`config.mk`:
```
export PLATFORM = sky130hd
export DESIGN_NAME = laser_host
export DESIGN_NICKNAME = d
export VERILOG_FILES = /design/src/rtl/laser_host.sv
export SDC_FILE = /design/constraint.sdc
export NUM_CORES = 1
export LEC_CHECK = 0
export BUFFER_PORTS_ARGS = -buffer_cell sky130_fd_sc_hd__clkbuf_2
export CORE_ASPECT_RATIO = 0.8
export CORE_UTILIZATION = 60
export CTS_BUF_LIST = sky130_fd_sc_hd__clkbuf_8 sky130_fd_sc_hd__clkbuf_16
export CTS_CLUSTER_SIZE = 12
export DETAILED_ROUTE_END_ITERATION = 10
export GPL_ROUTABILITY_DRIVEN = 0
export PLACE_DENSITY = 0.77
export SYNTH_ARGS = -nofsm -noshare
export SYNTH_HDL_FRONTEND = slang
export SYNTH_SLANG_ARGS = --single-unit
export TNS_END_PERCENT = 5
```
`constraint.sdc`:
```
create_clock -name CLK -period 9.1 [get_ports CLK]
set_input_delay 1.365 -clock CLK [delete_from_list [all_inputs] [get_ports CLK]]
set_output_delay 1.365 -clock CLK [all_outputs]
set_load 0.02 [all_outputs]
```
`src/rtl/laser_host.sv`:
```
// laser_host: streams a stored point set into an external laser engine,
// waits for its two-centre result, scores how many stored points fall
// within radius 4 of either centre, and reports the result.
//
// Ports
//   CLK, RST                       clock (rising edge), async active-high reset
//   wr_en, wr_addr, wr_x, wr_y     point-buffer write port, honoured only in IDLE
//   start                          run request, sampled in IDLE
//   busy                           high whenever a run is in progress
//   L_RST, L_X, L_Y                engine reset and streamed point
//   L_C1X..L_C2Y, L_DONE           engine result centres and completion flag
//   res_c1x..res_c2y               captured centres
//   res_score, res_valid, timeout  covered count, one-cycle strobe, timeout flag
module laser_host #(
  parameter int NPTS = 40,
  parameter int TMO  = 65535
) (
  input  logic       CLK,
  input  logic       RST,
  input  logic       wr_en,
  input  logic [5:0] wr_addr,
  input  logic [3:0] wr_x,
  input  logic [3:0] wr_y,
  input  logic       start,
  output logic       busy,
  output logic       L_RST,
  output logic [3:0] L_X,
  output logic [3:0] L_Y,
  input  logic [3:0] L_C1X,
  input  logic [3:0] L_C1Y,
  input  logic [3:0] L_C2X,
  input  logic [3:0] L_C2Y,
  input  logic       L_DONE,
  output logic [3:0] res_c1x,
  output logic [3:0] res_c1y,
  output logic [3:0] res_c2x,
  output logic [3:0] res_c2y,
  output logic [5:0] res_score,
  output logic       res_valid,
  output logic       timeout
);

  typedef enum logic [2:0] {
    S_IDLE, S_RSTP, S_GAP, S_SEND, S_WAIT, S_SCORE, S_REPORT
  } state_t;

  localparam logic [5:0]  LAST_IDX = 6'(NPTS - 1);
  localparam logic [15:0] TMO_LAST = 16'(TMO - 1);

  state_t      state_q;
  logic [7:0]  pbuf_q [NPTS];   // {x, y}; intentionally not reset
  logic [5:0]  idx_q;
  logic [15:0] tmo_q;
  logic [5:0]  score_q;
  logic        l_rst_q;
  logic [3:0]  lx_q, ly_q;
  logic [3:0]  c1x_q, c1y_q, c2x_q, c2y_q;
  logic [5:0]  res_score_q;
  logic        res_valid_q;
  logic        timeout_q;
  logic [7:0]  cur_pt;
  logic        hit;

  // Squared distance via |d|^2 keeps every intermediate unsigned and wide
  // enough (8-bit squares, 9-bit sum) so nothing wraps.
  function automatic logic in_circle(input logic [3:0] px, input logic [3:0] py,
                                     input logic [3:0] cx, input logic [3:0] cy);
    logic [3:0] ax, ay;
    logic [7:0] sx, sy;
    logic [8:0] sum;
    ax  = (px >= cx) ? (px - cx) : (cx - px);
    ay  = (py >= cy) ? (py - cy) : (cy - py);
    sx  = {4'b0, ax} * {4'b0, ax};
    sy  = {4'b0, ay} * {4'b0, ay};
    sum = {1'b0, sx} + {1'b0, sy};
    return sum <= 9'd16;
  endfunction

  assign cur_pt = pbuf_q[idx_q];
  assign hit    = in_circle(cur_pt[7:4], cur_pt[3:0], c1x_q, c1y_q) |
                  in_circle(cur_pt[7:4], cur_pt[3:0], c2x_q, c2y_q);

  always_ff @(posedge CLK) begin
    if (wr_en && state_q == S_IDLE && int'(wr_addr) < NPTS)
      pbuf_q[wr_addr] <= {wr_x, wr_y};
  end

  always_ff @(posedge CLK or posedge RST) begin
    if (RST) begin
      state_q     <= S_IDLE;
      idx_q       <= '0;
      tmo_q       <= '0;
      score_q     <= '0;
      l_rst_q     <= 1'b0;
      lx_q        <= '0;
      ly_q        <= '0;
      c1x_q       <= '0;
      c1y_q       <= '0;
      c2x_q       <= '0;
      c2y_q       <= '0;
      res_score_q <= '0;
      res_valid_q <= 1'b0;
      timeout_q   <= 1'b0;
    end else begin
      case (state_q)
        S_IDLE: begin
          if (start) begin
            state_q <= S_RSTP;
            l_rst_q <= 1'b1;
          end
        end
        S_RSTP: begin
          state_q <= S_GAP;
          l_rst_q <= 1'b0;
        end
        // Point 0 is loaded on the GAP exit so SEND shows it in its first cycle.
        S_GAP: begin
          state_q      <= S_SEND;
          idx_q        <= '0;
          {lx_q, ly_q} <= pbuf_q[0];
        end
        S_SEND: begin
          if (idx_q == LAST_IDX) begin
            state_q      <= S_WAIT;
            {lx_q, ly_q} <= '0;
            tmo_q        <= '0;
          end else begin
            idx_q        <= idx_q + 6'd1;
            {lx_q, ly_q} <= pbuf_q[idx_q + 6'd1];
          end
        end
        S_WAIT: begin
          if (L_DONE) begin
            state_q <= S_SCORE;
            c1x_q   <= L_C1X;
            c1y_q   <= L_C1Y;
            c2x_q   <= L_C2X;
            c2y_q   <= L_C2Y;
            score_q <= '0;
            idx_q   <= '0;
          end else if (tmo_q == TMO_LAST) begin
            state_q     <= S_REPORT;
            res_valid_q <= 1'b1;
            timeout_q   <= 1'b1;
            res_score_q <= '0;
          end else begin
            tmo_q <= tmo_q + 16'd1;
          end
        end
        S_SCORE: begin
          score_q <= score_q + {5'b0, hit};
          if (idx_q == LAST_IDX) begin
            state_q     <= S_REPORT;
            res_valid_q <= 1'b1;
            timeout_q   <= 1'b0;
            res_score_q <= score_q + {5'b0, hit};
          end else begin
            idx_q <= idx_q + 6'd1;
          end
        end
        S_REPORT: begin
          state_q     <= S_IDLE;
          res_valid_q <= 1'b0;
        end
        default: state_q <= S_IDLE;
      endcase
    end
  end

  assign busy      = (state_q != S_IDLE);
  assign L_RST     = l_rst_q | RST;
  assign L_X       = lx_q;
  assign L_Y       = ly_q;
  assign res_c1x   = c1x_q;
  assign res_c1y   = c1y_q;
  assign res_c2x   = c2x_q;
  assign res_c2y   = c2y_q;
  assign res_score = res_score_q;
  assign res_valid = res_valid_q;
  assign timeout   = timeout_q;

endmodule

```
* Word-level counts from Yosys, hierarchy flattened
Memories as Yosys holds them, arrays and structs flattened. Cells that the tools add are included.
Storage, ports and cells: register bits after elaboration 64, bits in writable memories 320, bits of input ports 35, output and inout bits 34, logic and storage cells 113, memories kept 1
Cells by class: $add $sub $neg 13, $mul 4, magnitude comparators 7, equal/unequal tests 17, mux-type cells 36, bitwise logic cells 2, reductions and logical operators 19
Memory list:
- pbuf_q | depth 40, width 8, read ports 3, clocked after Yosys merged registers in 0, write ports 1, line 51 | logic [7:0] pbuf_q [NPTS];
Operator list (count):
- $mux 16 | 3
- $mul 4x4->8 | 4
- $pmux 16 s2 | 1
- $sub 4x4->4 | 8
- $mux 6 | 5
- $mux 4 | 6
- $pmux 6 s2 | 2
- $add 8x8->9 | 2
- $le 9x5->1 const B | 2
- $pmux 3 s6 | 1
- $pmux 6 s3 | 1
- $add 16x1->16 const B | 1
- $eq 16x16->1 const B | 1
- $ge 4x4->1 | 4
- $ne 2x2->1 const B | 8
- $pmux 4 s2 | 2
- $reduce_and 4->1 | 4
- $mux 3 | 5
- $eq 3x3->1 const B | 3
- $reduce_bool 3->1 | 3
- $reduce_bool 2->1 | 4
- $mux 1 | 7
- $add 6x1->6 | 1
- $add 6x1->6 const B | 1
- 13 further kinds | 19

* Longest topological paths before layout
An unclocked memory read counts as a cell.
depth in word-level cells 10, mapped depth 38, gate-level depth less buffers 34

* Worst setup path before layout
Ideal clock, no wire load.
kind register -> register, from register idx_q[0], to register res_score_q[4], in the netlist res_score[4], setup time 0.125 ns, arrival time 8.117 ns, data required time 8.975 ns, slack 0.859 ns, stages on the path, launching flop included 33, path buffers 2, period minus slack after synthesis 8.241 ns, path through dfrtp_1 > buf_2 > buf_1 > mux4_2 > mux4_2 > mux2_2 > o21ai_2 > ha_1 > inv_1 > fa_1 > a21o_1 > a21o_1 > a21oi_1 > mux2i_1 > xnor2_1 > or2_2 > fa_1 > fa_1 > fa_1 > inv_1 > fa_1 > ha_1 > inv_1 > fa_1 > xor2_1 > o221ai_1 > o22ai_1 > ha_1 > ha_1 > nand3_1 > xor2_1 > nor2_1 > mux2_2
Between the ends: longest elaborated chain between the ends 10, elaborated cells on any way between the ends 32, those cells by class add/sub: 11; mul: 4; order compare: 6; eq/ne: 2; mux: 6; bitwise: 1; reduce/logical: 1; memory: 1
Ends and longest elaborated chain:
- start: declaration | line 52 | logic [5:0] idx_q;
- start signal: assignment | line 128 | idx_q <= idx_q + 6'd1;
- start signal: assignment | line 158 | idx_q <= idx_q + 6'd1;
- $mem_v2 40x8
- $sub 4x4->4, or another cell as far along | line 71 | ax = (px >= cx) ? (px - cx) : (cx - px);
- $mux 4, on equally long branches | line 71, 72
- $mul 4x4->8, on equally long branches | line 73, 74
- $add 8x8->9 | line 75 | sum = {1'b0, sx} + {1'b0, sy};
- $le 9x5->1 | line 76 | return sum <= 9'd16;
- $or 1x1->1 | line 80 | assign hit = in_circle(cur_pt[7:4], cur_pt[3:0], c1x_q, c1y_q) |
- $add 6x1->6 | line 156 | res_score_q <= score_q + {5'b0, hit};
- $mux 6 | line 152 | if (idx_q == LAST_IDX) begin
- $pmux 6 s2 | line 105 | case (state_q)
- end signal: assignment | line 156
- end: declaration | line 58 | logic [5:0] res_score_q;
Parallel ways exist; a longest one is shown, timed or not. The select of a mux whose other input is x is not followed. A chain may end at the register's enable or synchronous reset.

* Final worst setup path
from register idx_q[2], to register res_score_q[4], in the netlist res_score[4]
The elaborated chain is that of the path after synthesis.

==> metrics.md <==
| Metric | Value |
|---|---|
| Slew Viols, Final | `0` |
| Syn avg cell area | `between 15 and 20 µm²` |
| Root Driver | `clkbuf_16` |
| Period utilization | `0.9676` |
| Top delay family on crit path | `adder cells` |
| Final Worst Setup Slack | `294.9 ps` |
| Reg clk slew, reported paths | `about 60 ps` |
| IO buf count | `between 60 and 70` |
| RSZ-0062 raised after global routing | `false` |
| Reg2reg setup slack | `a little under 300 ps` |
| Post-synth top flop | `edfxtp_1` |
| Vias | `around 13000` |
| Post-Syn Instances | `between 1000 and 1500` |
| Clock Skew | `roughly 27 ps` |
| Worst-margin pin slew | `approximately 1300 ps` |
| Initial DRC count | `approximately 1700` |
| Clk sink count | `approximately 380` |
| Synth Warn # | `0` |
| Io pins | `69` |
| Vias in the first global route | `roughly 13000` |
| Mapped Nets | `between 1000 and 1500` |
| Post-CTS Hold Buffers | `0` |
| CP max stage delay | `roughly 570 ps` |
| Commonest non-fill, non-tap cells in the layout | `edfxtp_1 (320), mux4_2 (176), nand2_1 (101)` |
| Worst path slowest cell | `fa_1` |
| Register area share after synthesis | `0.5511` |
| Die Span X | `207.9 µm` |
| Worst skew pair latency | `~570 ps` |
| GRT Total Usage | `0.3151` |
| Startpoint types | `flop` |
| Die area | `between 30000 and 40000 µm²` |
| FFs w/ async S/R, synth | `0.1667` |
| Area Growth Syn to Fin | `11.11%` |
| Register area | `11220 µm²` |
| Min Tclk post-route | `8805 ps` |
| CTS Buf Count | `~40` |
| Die height | `between 150 and 200 µm` |
| Yosys cell types | `53` |
| FF+latch count, synth | `384` |
| Pre-CTS setup slack | `about 120 ps` |
| # rows | `59` |
| Most used cell, CP | `fa_1` |
| Fin. Hold Viols | `0` |
| DRC Markers | `0` |
| HP Class | `flop to flop` |
| Setup TNS | `0 ps` |
| Layout cells sized above 1 | `0.2756` |
| Worst slew margin | `0.1567` |
| Core area | `between 30000 and 40000 µm²` |
| Layout Nets | `between 1500 and 2000` |
| Clock buffer depth | `3` |
| First-pass GRT wire length | `80160 µm` |
| Post-synth EDFFs | `320` |
| Post-layout util | `0.6865` |
| # setup viols final | `0` |
| WP data arrival | `9250 ps` |
| CP Capture Type | `flop` |
| Initial core utilization | `0.6178` |
| Drt pass-1 iters | `6` |
| Worst Path Class, Setup | `flop to flop` |
| CTS tree | `built` |
| Via/cell ratio | `around 7` |
| Area of the multi-input gates | `approximately 8600 µm²` |
| Status | `complete, no violations` |
| Synthesized area | `between 20000 and 25000 µm²` |
| Drt total wl | `between 50000 and 60000 µm` |
| Antenna violations before repair | `6` |
| Max Freq | `about 110 MHz` |
| Max cap viols | `0` |
| CP Buf/Inv Count | `5` |
| Routed len/inst | `between 20 and 30 µm` |
| Crit path max fanout | `18` |
| Fillers | `2134` |
| Req. time, crit path | `9540 ps` |
| Remaining Overflow, GRT | `0` |
| Final HPWL DP | `35470 µm` |
| Commonest non-fill, non-tap cell in the layout | `edfxtp_1` |
| H-Tree Depth | `2` |
| WHS | `between 400 and 500 ps` |
| Number of routed nets with antenna violations | `0` |
| Largest net degree at the start of global routing | `65` |
metal layers:
layer,track usage,part of all wire
met1,0.4520,0.38
met5,0.01793,0.0022
met3,0.1031,0.14
met4,0.1121,0.034
met2,0.4546,0.44
kinds of logic after synthesis:
group | synth area share
AOI/OAI and AO/OA | 0.05025
xor gates and xnor gates | 0.01243
adders and majority gates | 0.07073
buffers and inverters | 0.03069
DFF | 0.5511
muxes | 0.2193
and+or+nand+nor | 0.06551
sequential cells by signal, summed over array words and instances (netlist names), 3 cells and up:
signal / cells
tmo_q: 16
pbuf_q: 320
L_Y: 4
idx_q: 6
state_q: 3
res_c2x: 4
score_q: 6
res_c2y: 4
res_c1y: 4
res_score: 6
res_c1x: 4
L_X: 4
layout make-up:
cell class | instances | area share
sequential | 384 | 0.4964
clock buffer | 43 | 0.04711
tap | 427 | 0.02364
multi-input combinational | 797 | 0.3804
antenna | 3 | 0.0003322
clock inverter | 25 | 0.006034
inverter | 80 | 0.01329
timing repair buffer | 104 | 0.03277
metrics by stage:
step | instances | instance area, µm²
finish | 1863 | 22600
global route | 1862 | 22600
CTS | 1858 | 22470
detailed placement | 1790 | 21270
global placement | 1790 | 21270
floorplan | 1328 | 20340
final timing paths:
path | depth (start not counted) | from | to
worst min-delay path | 1 | score_q[5] | score_q[5]
worst max register to register | 31 | idx_q[2] | res_score[4]
worst max-delay path | 31 | idx_q[2] | res_score[4]
worst min register to register | 1 | score_q[5] | score_q[5]
max in group asynchronous | 3 | RST | idx_q[0]
min in group asynchronous | 3 | RST | res_c1y[2]
cells in the mapped netlist (3+ instances only):
master      n  area [µm²]
or2_2       9       56.30
dfrtp_1    64        1602
mux4_2    176        3964
inv_2       6       22.52
nand3_1    18       90.09
buf_6       5       56.30
ha_1       67       838.3
a31oi_1     9       56.30
o21bai_1    3       22.52
clkbuf_1   25       93.84
fa_1       30       600.6
inv_1      74       277.8
o21ai_2     6       52.55
a32oi_1     9       78.83
mux2i_1    35       350.3
o221ai_1    5       43.79
or3_1       7       43.79
o31ai_1     3       22.52
and2_1      3       18.77
nor4_1      3       18.77
a31o_2      8       70.07
nor2b_1    14       87.58
nor2_1     89       334.1
nand3b_1    8       60.06
nand2b_1    9       56.30
nand4_1     7       43.79
a21oi_1    33       165.2
buf_2      22       110.1
nor3_1     12       60.06
xnor2_1    18       157.7
a21o_1     23       172.7
mux2_2     13       146.4
o21ai_0    41       205.2
buf_1      13       48.80
nand2_1   101       379.1
o22ai_1    10       62.56
xor2_1      9       78.83
edfxtp_1  320        9609
repair_timing:
item | 4_1_cts | 5_1_grt
hold endpoints to repair | 0 | 0
setup buffers | 0 | 0
setup endpoints to repair | 0 | 9
gates resized for setup | 0 | 14
Power is left out: the tool's default activity adds up to more than one toggle a clock period on the data nets, which glitch-free logic cannot reach.
